[config.mk]
export PLATFORM = sky130hd
export DESIGN_NAME = uart_rx_cfg
export DESIGN_NICKNAME = d
export VERILOG_FILES = /design/src/rtl/uart_rx_pkg.sv /design/src/rtl/uart_rx_sampler.sv /design/src/rtl/uart_rx_cfg.sv
export SDC_FILE = /design/constraint.sdc
export NUM_CORES = 1
export LEC_CHECK = 0
export ABC_AREA = 0
export CORE_ASPECT_RATIO = 1.4
export CORE_MARGIN = 3
export CORE_UTILIZATION = 40
export CTS_CLUSTER_DIAMETER = 200
export DETAILED_ROUTE_END_ITERATION = 12
export MAX_ROUTING_LAYER = met4
export PLACE_DENSITY_LB_ADDON = 0.12
export SYNTH_ARGS = -nofsm -noshare
export SYNTH_HDL_FRONTEND = slang
export SYNTH_SLANG_ARGS = --single-unit
[constraint.sdc]
create_clock -name CLK -period 3.7 [get_ports CLK]
set_input_delay 0.74 -clock CLK [delete_from_list [all_inputs] [get_ports CLK]]
set_output_delay 0.74 -clock CLK [all_outputs]
set_load 0.005 [all_outputs]
[src/rtl/uart_rx_pkg.sv]
// uart_rx_pkg: shared FSM encoding, frame-length floor and majority-vote offsets
// for the configurable UART receiver.
package uart_rx_pkg;

    typedef enum logic [2:0] {
        IDLE,
        START,
        DATA,
        PARITY,
        STOP,
        DONE,
        BRK_WAIT
    } rx_state_t;

    localparam logic [3:0] DATA_LEN_MIN = 4'd5;

    // Vote window sits around mid-bit: half-1, half, half+1.
    // The majority result is stable two cycles after mid-bit.
    localparam int SMP_OFS_PRE   = 1;
    localparam int SMP_OFS_POST  = 1;
    localparam int SMP_OFS_VALID = 2;

    // Force an out-of-range frame length onto the nearest legal value.
    function automatic logic [3:0] clamp_len(input logic [3:0] len, input logic [3:0] max_len);
        if (len < DATA_LEN_MIN)
            return DATA_LEN_MIN;
        else if (len > max_len)
            return max_len;
        else
            return len;
    endfunction

endpackage

[src/rtl/uart_rx_sampler.sv]
// uart_rx_sampler: per-bit edge counter, bit counter and 3-sample majority vote.
// clr restarts both counters (state entry); run lets them advance.
module uart_rx_sampler
    import uart_rx_pkg::*;
#(
    parameter int PRESCALE_W = 6
) (
    input  logic                  clk,
    input  logic                  rst_n,
    input  logic                  rx_in,
    input  logic [PRESCALE_W-1:0] prescale,
    input  logic                  run,
    input  logic                  clr,
    output logic [PRESCALE_W-1:0] edge_cnt,
    output logic [3:0]            bit_cnt,
    output logic                  sampled_bit,
    output logic                  sample_done
);

    logic [PRESCALE_W-1:0] half;
    logic [PRESCALE_W-1:0] last;
    logic [2:0]            smp;

    assign half = prescale >> 1;
    assign last = prescale - PRESCALE_W'(1);

    // Edge counter wraps once per bit time and bumps the bit counter.
    always_ff @(posedge clk or negedge rst_n) begin
        if (!rst_n) begin
            edge_cnt <= '0;
            bit_cnt  <= '0;
        end else if (clr) begin
            edge_cnt <= '0;
            bit_cnt  <= '0;
        end else if (run) begin
            if (edge_cnt == last) begin
                edge_cnt <= '0;
                bit_cnt  <= bit_cnt + 4'd1;
            end else begin
                edge_cnt <= edge_cnt + PRESCALE_W'(1);
            end
        end
    end

    // Capture the line three times around mid-bit.
    always_ff @(posedge clk or negedge rst_n) begin
        if (!rst_n) begin
            smp <= '0;
        end else if (run) begin
            if (edge_cnt == half - PRESCALE_W'(SMP_OFS_PRE))  smp[0] <= rx_in;
            if (edge_cnt == half)                             smp[1] <= rx_in;
            if (edge_cnt == half + PRESCALE_W'(SMP_OFS_POST)) smp[2] <= rx_in;
        end
    end

    assign sampled_bit = (smp[0] & smp[1]) | (smp[0] & smp[2]) | (smp[1] & smp[2]);
    assign sample_done = run && (edge_cnt >= half + PRESCALE_W'(SMP_OFS_VALID));

endmodule

[src/rtl/uart_rx_cfg.sv]
// uart_rx_cfg: run-time configurable UART receiver (5..DATA_WIDTH data bits,
// optional even/odd parity, 1 or 2 stop bits, Prescale 8/16/32) with majority
// voting and per-frame configuration latch.
// Define UART_RX_BREAK_DET_EN to add break detection and the break_det port.
module uart_rx_cfg
    import uart_rx_pkg::*;
#(
    parameter int DATA_WIDTH = 8,
    parameter int PRESCALE_W = 6
) (
    input  logic                  CLK,
    input  logic                  RST,
    input  logic                  RX_IN,
    input  logic [PRESCALE_W-1:0] Prescale,
    input  logic                  PAR_EN,
    input  logic                  PAR_TYP,
    input  logic [3:0]            DATA_LEN,
    input  logic                  STOP2,
    output logic [DATA_WIDTH-1:0] P_DATA,
    output logic                  data_valid,
    output logic                  parity_error,
    output logic                  framing_error,
`ifdef UART_RX_BREAK_DET_EN
    output logic                  break_det,
`endif
    output logic                  busy
);

    rx_state_t             state, state_nxt;
    logic [PRESCALE_W-1:0] pre_q;
    logic [PRESCALE_W-1:0] edge_cnt;
    logic [3:0]            len_q;
    logic [3:0]            bit_cnt;
    logic                  par_en_q, par_typ_q, stop2_q;
    logic                  smp_bit, smp_rdy, bit_end;
    logic                  run, clr, start_go, fin;
    logic [DATA_WIDTH-1:0] shadow;
    logic                  par_acc, par_fail, stp_fail, stp_fail_d;
`ifdef UART_RX_BREAK_DET_EN
    logic                  all_zero, all_zero_d;
`endif

    uart_rx_sampler #(
        .PRESCALE_W (PRESCALE_W)
    ) u_sampler (
        .clk         (CLK),
        .rst_n       (RST),
        .rx_in       (RX_IN),
        .prescale    (pre_q),
        .run         (run),
        .clr         (clr),
        .edge_cnt    (edge_cnt),
        .bit_cnt     (bit_cnt),
        .sampled_bit (smp_bit),
        .sample_done (smp_rdy)
    );

    assign bit_end  = smp_rdy && (edge_cnt == pre_q - PRESCALE_W'(1));
    assign run      = (state != IDLE) && (state != DONE);
    // Counters restart on every state change; while waiting out a break,
    // any low sample restarts the "one full high bit" count.
    assign clr      = (state_nxt != state) || ((state == BRK_WAIT) && !RX_IN);
    assign start_go = (state == IDLE) && !RX_IN;
    assign fin      = (state == STOP) && (state_nxt == DONE);
    assign busy     = (state != IDLE);

    // Stop failure including the sample taken on the final stop-bit edge.
    assign stp_fail_d = stp_fail | ((state == STOP) && bit_end && !smp_bit);
`ifdef UART_RX_BREAK_DET_EN
    assign all_zero_d = all_zero & ~(bit_end & smp_bit);
`endif

    // State register.
    always_ff @(posedge CLK or negedge RST) begin
        if (!RST) state <= IDLE;
        else      state <= state_nxt;
    end

    // Next-state logic.
    always_comb begin
        state_nxt = state;
        case (state)
            IDLE:     if (!RX_IN) state_nxt = START;
            START:    if (bit_end) state_nxt = smp_bit ? IDLE : DATA;
            DATA:     if (bit_end && (bit_cnt == len_q - 4'd1))
                          state_nxt = par_en_q ? PARITY : STOP;
            PARITY:   if (bit_end) state_nxt = STOP;
            STOP:     if (bit_end && (!stop2_q || (bit_cnt == 4'd1))) state_nxt = DONE;
`ifdef UART_RX_BREAK_DET_EN
            DONE:     state_nxt = break_det ? BRK_WAIT : IDLE;
            BRK_WAIT: if (bit_end && RX_IN) state_nxt = IDLE;
`else
            DONE:     state_nxt = IDLE;
            BRK_WAIT: state_nxt = IDLE;
`endif
            default:  state_nxt = IDLE;
        endcase
    end

    // Latch the frame format on start detection; mid-frame changes are ignored.
    always_ff @(posedge CLK or negedge RST) begin
        if (!RST) begin
            pre_q     <= '0;
            len_q     <= '0;
            par_en_q  <= 1'b0;
            par_typ_q <= 1'b0;
            stop2_q   <= 1'b0;
        end else if (start_go) begin
            pre_q     <= Prescale;
            len_q     <= clamp_len(DATA_LEN, 4'(DATA_WIDTH));
            par_en_q  <= PAR_EN;
            par_typ_q <= PAR_TYP;
            stop2_q   <= STOP2;
        end
    end

    // Collect data bits LSB-first plus running parity and stop status.
    always_ff @(posedge CLK or negedge RST) begin
        if (!RST) begin
            shadow   <= '0;
            par_acc  <= 1'b0;
            par_fail <= 1'b0;
            stp_fail <= 1'b0;
        end else if (start_go) begin
            shadow   <= '0;
            par_acc  <= 1'b0;
            par_fail <= 1'b0;
            stp_fail <= 1'b0;
        end else if (bit_end) begin
            case (state)
                DATA: begin
                    for (int i = 0; i < DATA_WIDTH; i++)
                        if (bit_cnt == 4'(i)) shadow[i] <= smp_bit;
                    par_acc <= par_acc ^ smp_bit;
                end
                PARITY:  par_fail <= ((par_acc ^ par_typ_q) != smp_bit);
                STOP:    if (!smp_bit) stp_fail <= 1'b1;
                default: ;
            endcase
        end
    end

`ifdef UART_RX_BREAK_DET_EN
    // Track whether every data, parity and stop sample of the frame was low.
    always_ff @(posedge CLK or negedge RST) begin
        if (!RST)
            all_zero <= 1'b0;
        else if (start_go)
            all_zero <= 1'b1;
        else if (bit_end && ((state == DATA) || (state == PARITY) || (state == STOP)))
            all_zero <= all_zero & ~smp_bit;
    end
`endif

    // Errors clear on start; results publish as the FSM enters DONE so they
    // are visible during the DONE cycle together with the valid pulse.
    always_ff @(posedge CLK or negedge RST) begin
        if (!RST) begin
            P_DATA        <= '0;
            data_valid    <= 1'b0;
            parity_error  <= 1'b0;
            framing_error <= 1'b0;
`ifdef UART_RX_BREAK_DET_EN
            break_det     <= 1'b0;
`endif
        end else begin
            data_valid <= 1'b0;
`ifdef UART_RX_BREAK_DET_EN
            break_det  <= 1'b0;
`endif
            if (start_go) begin
                parity_error  <= 1'b0;
                framing_error <= 1'b0;
            end else if (fin) begin
                parity_error  <= par_fail;
`ifdef UART_RX_BREAK_DET_EN
                framing_error <= stp_fail_d & ~all_zero_d;
                break_det     <= all_zero_d;
`else
                framing_error <= stp_fail_d;
`endif
                if (!par_fail && !stp_fail_d) begin
                    P_DATA     <= shadow;
                    data_valid <= 1'b1;
                end
            end
        end
    end

endmodule

# == Yosys cells after proc, flatten, opt, wreduce, memory -nomap -nowiden ==
# Index checks and enable logic that the tools add are counted.
# op_classes
n_reduce_logical,52
addsub,7
n_lt_le_gt_ge,3
bitwise,9
mux,44
eq_ne,22
# ops
cell,count
$reduce_and 3->1,10
$reduce_bool 2->1,15
$mux 1,25
$mux 8,3
$mux 4,5
$eq 6x6->1,3
$mux 3,6
$mux 6,3
$eq 4x3->1 const B,4
$pmux 3 s5,1
$reduce_and 2->1,6
$logic_and 1x1->1,11
$eq 3x3->1 const B,3
$eq 4x2->1 const B,2
$add 5x1->6 const B,1
$add 5x2->6 const B,1
$add 6x1->6 const B,1
$eq 3x2->1 const B,2
$eq 6x5->1,1
$ge 6x6->1,1
$sub 5x1->6 const B,1
$sub 6x1->6 const B,1
$logic_not 1->1,5
$add 4x1->4 const B,1
other kinds (19),25
# totals
inputBits,16
register_bits,51
elab_cells,163

# == Depth between registers and ports, before layout ==
# depth
word_depth,12
ltp_mapped,13

# == Cells and area by module ==
# From an unflattened synthesis, not the netlist that was laid out.
# hier_totals
cells_unflattened,366
area_unflattened_um2,3478.3
# modules_own_cells
module,n_inst,cells_each,area_each_um2,seq_area_each_um2
uart_rx_cfg,1,208,2075.7,950.9
uart_rx_sampler,1,158,1402.6,325.3

# == Least setup slack after synthesis ==
# Ideal clock, no wire load.
# synth_timing
path_kind,flip-flop to flip-flop
startpoint,reg pre_q[4]
endpoint,reg shadow[0]
path_stages_with_launch,13
synth_period_minus_slack_ns,2.752
n_path_buf,3
arrival_ns,2.620
setup_slack_ns,0.948
setup_time_ns,0.132
cell_sequence,dfrtp_1 buf_2 clkbuf_1 nand3_1 xor2_1 ha_1 nand4_1 o21a_1 nor4_4 buf_2 nand4_1 mux2i_1 nor2_1
# synth_between
elab_chain_cells,6
elab_cells_between_ends,8
cone_classes,add/sub: 2; order compare: 1; eq/ne: 1; reduce/logical: 4
# synth_lines
element,line_no,rtl
start: declaration,uart_rx_cfg.sv:30,logic [PRESCALE_W-1:0] pre_q;
start signal: assignment,uart_rx_cfg.sv:109,pre_q <= Prescale;
$add 5x2->6,uart_rx_sampler.sv:57,assign sample_done = run && (edge_cnt >= half + PRESCALE_W'(SMP_OFS_VALID));
$ge 6x6->1,uart_rx_sampler.sv:57,
$logic_and 1x1->1,uart_rx_sampler.sv:57,
$logic_and 1x1->1 (*),uart_rx_cfg.sv:58,assign bit_end = smp_rdy && (edge_cnt == pre_q - PRESCALE_W'(1));
$reduce_bool 2->1 (no source line) (*),n/a,
$reduce_and 3->1 (no source line) (*),n/a,
end signal: indexed assignment,uart_rx_cfg.sv:133,if (bit_cnt == 4'(i)) shadow[i] <= smp_bit;
end: declaration,uart_rx_cfg.sv:37,logic [DATA_WIDTH-1:0] shadow;
# Every way passes the cells marked *; elsewhere a longest branch is shown, timed or not.
# A chain may end at the register's enable or synchronous reset.

# == Worst setup path after layout ==
# layout_timing
startpoint,reg pre_q[3]
endpoint,reg P_DATA[6]
# layout_between
elab_chain_cells,10
elab_cells_between_ends,21
cone_classes,add/sub: 2; order compare: 1; eq/ne: 2; mux: 5; bitwise: 1; reduce/logical: 10
# layout_lines
element,line_no,rtl
$add 5x2->6,uart_rx_sampler.sv:57,
$ge 6x6->1,uart_rx_sampler.sv:57,
$logic_and 1x1->1,uart_rx_sampler.sv:57,
$logic_and 1x1->1 (*),uart_rx_cfg.sv:58,
$logic_and 1x1->1 (on tied branches),"uart_rx_cfg.sv:88, uart_rx_cfg.sv:68, uart_rx_cfg.sv:85",
"$mux 3, or another cell as far along",uart_rx_cfg.sv:88,STOP: if (bit_end && (!stop2_q || (bit_cnt == 4'd1))) state_nxt = DONE;
$pmux 3 s5 / $or 1x1->1 (equally long branches),"uart_rx_cfg.sv:82, uart_rx_cfg.sv:68",
$eq 3x3->1 / $logic_not 1->1 (equally long branches),"uart_rx_cfg.sv:64, uart_rx_cfg.sv:182",
$logic_and 1x1->1 (on tied branches),"uart_rx_cfg.sv:64, uart_rx_cfg.sv:182",
$reduce_and 3->1 (no source line) (*),n/a,
end signal: assignment,uart_rx_cfg.sv:183,P_DATA <= shadow;
end: declaration,uart_rx_cfg.sv:19,"output logic [DATA_WIDTH-1:0] P_DATA,"
# Marked as above.

==> impl_metrics.ini <==
[run_status]
status = completed

[placement]
place_inst = 441
port_buffers = 27
dp_slack_ps = 645
dp_hpwl_um = 5310
gp_congestion = 0.840

[cts]
clkSinkCount = 51
cts_buffers = 5
holdBufCountCts = 0
cts_resized = 0
post_cts_buffers = 0
cts.clk_slew.worst_paths_ps = 90
cts_tree = built
clockBufferDepth = 2
clk-insertion-delay-late_ps = 300
htree_num_levels = 2
root_buffer = clkbuf_8

[timing]
holdWs_ps = 480
setup_ws_ps = 649
hold_violations = 0
tns_ps = 0
finalClockSkew_ps = 4.11
rsz0062_at_grt = no
finalSetupViolCount = 0
min_period_over_period_pct = 82.5
slew_headroom_pct = 51.9
slew_violations = 0
period_needed_ps = 3050
tightest_slew_ps = 721
fmax_mhz = 328

[setup_path]
crit_chain = inv_1 > ha_1 > inv_1 > ha_1 > nand4_1 > o21a_1 > nor4_4 > nand3_2 > mux2_2
crit_type = reg2reg
rr_endpoint = P_DATA[6]
crit_end = P_DATA[6]
cp_max_fo = 10
reg2reg_slack_ps = 650
worst_ep_required_time_ps = 3890
slowest_stage = dfrtp_1
rr_startpoint = pre_q[3]
crit_start = pre_q[3]
critPathLaunchType = register
critPathArrivalTime_ps = 3240
end_kind = register
worst_path_largest_cell_delay_ps = 600
reg2regPathDepth = 9

[global_routing]
grt_util_met1_pct = 19.5
grt_pass1_wl_um = 12000
grt_busiest_layer = met2
grt_pass1_vias = 2423
grt.overflow.total = 0
grtUsageMet3_pct = 2.10
grt_max_degree = 31
met2_usage_pct = 31.5
antenna_found_initial = 0
grt_usage_pct = 17.5

[drt]
dr.pass1.iters = 4
drt_iter0_drc = 57
routed_wl_um = 7090
routed-via-count = 2347
routedWlPerCell_um = 15.8
drc_errors = 0
viasPerCell = 5.23
antenna_left = 0

[final_layout]
num_antenna_cells = 0
fin_util_pct = 47.7
area_growth_syn_to_layout_pct = 13.4
nets = 386
stdcell_count = 449
layout-drive-gt1-share_pct = 9.38
fillers = 745

[floorplanning]
die_area_mm2 = 0.00906
fp.dieW_um = 81.3
num_io_pins = 28
start_util_pct = 42.1
num_rows = 37
die_h_um = 111
core_mm2 = 0.00755

[yosys]
synth_edf_count = 0
syn-num-nets = 364
seq_area_frac_synth_pct = 40.2
synthesis.instances = 329
yosysUniqueCellTypes = 47
yosysWarnings = 0
ys_ff_latch = 51
ys_async_sr_fraction_pct = 100
synth_top_flop_cell = dfrtp_1
synth_area_mm2 = 0.00318
avgSynthCellArea_um2 = 9.66

[pwr]
max-vdd-ir-drop_uv = 278
p_leak_nw = 1.62
power.density_mw_per_mm2 = 750

[min_path]
min_path_type = in2async

[job]
max_cap_violations = 0
[kinds of logic after synthesis]
group | after synthesis | synth area share (%)
xor gates and xnor gates | 36 | 10.4
AOI/OAI and AO/OA | 42 | 8.98
muxes | 23 | 7.68
buffers and inverters | 30 | 4.06
and+or+nand+nor | 127 | 20.9
DFF | 51 | 40.2
adders and majority gates | 20 | 7.80
[critical path, delay by kind of cell, from the launching register on]
family	cells	cell delay, ps
AO/OA/AOI/OAI	1	280
adder cells (fa/ha/maj)	2	590
buffers and inverters	2	240
flip-flops	1	600
multiplexers	1	350
AND/OR/NAND/NOR	3	870
[synthesized netlist by cell type, drive strengths merged (2+ instances only)]
cell type | number | area (um^2)
o21a | 3 | 22.5
or3 | 3 | 23.8
xnor2 | 22 | 200
nand3 | 13 | 80.1
ha | 19 | 238
nor3b | 2 | 15.0
o211ai | 3 | 22.5
buf | 6 | 38.8
nand2b | 5 | 31.3
a21oi | 8 | 40.0
dfrtp | 51 | 1280
o21ai | 15 | 75.1
o311ai | 2 | 17.5
nor2b | 3 | 18.8
inv | 14 | 52.6
xor2 | 14 | 130
nand2 | 36 | 135
mux2i | 12 | 120
nor3 | 16 | 80.1
clkbuf | 10 | 37.5
nor4 | 2 | 42.5
mux2 | 11 | 124
o31ai | 2 | 15.0
a21boi | 2 | 15.0
nand4 | 13 | 81.3
nor2 | 27 | 101
[metal layers]
layer / share of wire (%) / vias to the layer above / wire length, um
met4: 2.0 / 0 / 142
met2: 55 / 29 / 3870
met3: 1.9 / 10 / 137
li1: - / 1179 / -
met5: 0 / - / 0
met1: 41 / 1129 / 2940
[area by class of cell]
type	count	area, um^2	share of cell area [%]
inverter	14	52.6	1.46
clock inverter	1	5.00	0.139
timing repair buffer	31	295	8.20
multi-input combinational	248	1770	49.3
sequential	51	1280	35.4
clock buffer	7	76.3	2.12
tap	97	121	3.37
[layout by cell type (no fill, tap or decap), drive strengths merged, types with 7 or more instances in the layout]
| cell type | Yosys | final |
|---|---|---|
| a21oi | 8 | 8 |
| clkdlybuf4s50 | 0 | 26 |
| ha | 19 | 19 |
| clkbuf | 10 | 7 |
| o21ai | 15 | 15 |
| nand2 | 36 | 36 |
| inv | 14 | 14 |
| xor2 | 14 | 14 |
| nand3 | 13 | 13 |
| nor3 | 16 | 16 |
| mux2 | 11 | 11 |
| dfrtp | 51 | 51 |
| nor2 | 27 | 27 |
| nand4 | 13 | 13 |
| xnor2 | 22 | 22 |
| mux2i | 12 | 12 |
[per-stage QoR]
stage	total power, mW	cell area, um^2
floorplan	2.06	3180
global placement	2.38	3520
detailed placement	2.40	3520
CTS	2.73	3600
global route	2.96	3600
finish	2.70	3600
[sequential cells by signal, indices dropped and copies added (netlist names), 3 cells and up]
signal / flops
u_sampler.bit_cnt: 4
u_sampler.edge_cnt: 6
u_sampler.smp: 3
len_q: 4
shadow: 8
pre_q: 6
P_DATA: 8
state: 3
[power breakdown]
group          internal, mW  switching, mW
clock network         0.133          0.178
logic                 0.624          0.807
registers             0.730          0.228
[worst min path at each step]
stage / from / endpoint / slack (ps) / depth (start not counted)
CTS: RST / framing_error / 510 / 1
detailed placement: stp_fail / stp_fail / 480 / 2
floorplan: RST / P_DATA[0] / 440 / 0
global placement: stp_fail / stp_fail / 470 / 2
global route: RST / framing_error / 530 / 1
finish: RST / framing_error / 480 / 1
No activity file was read; power rests on OpenSTA's default activity.
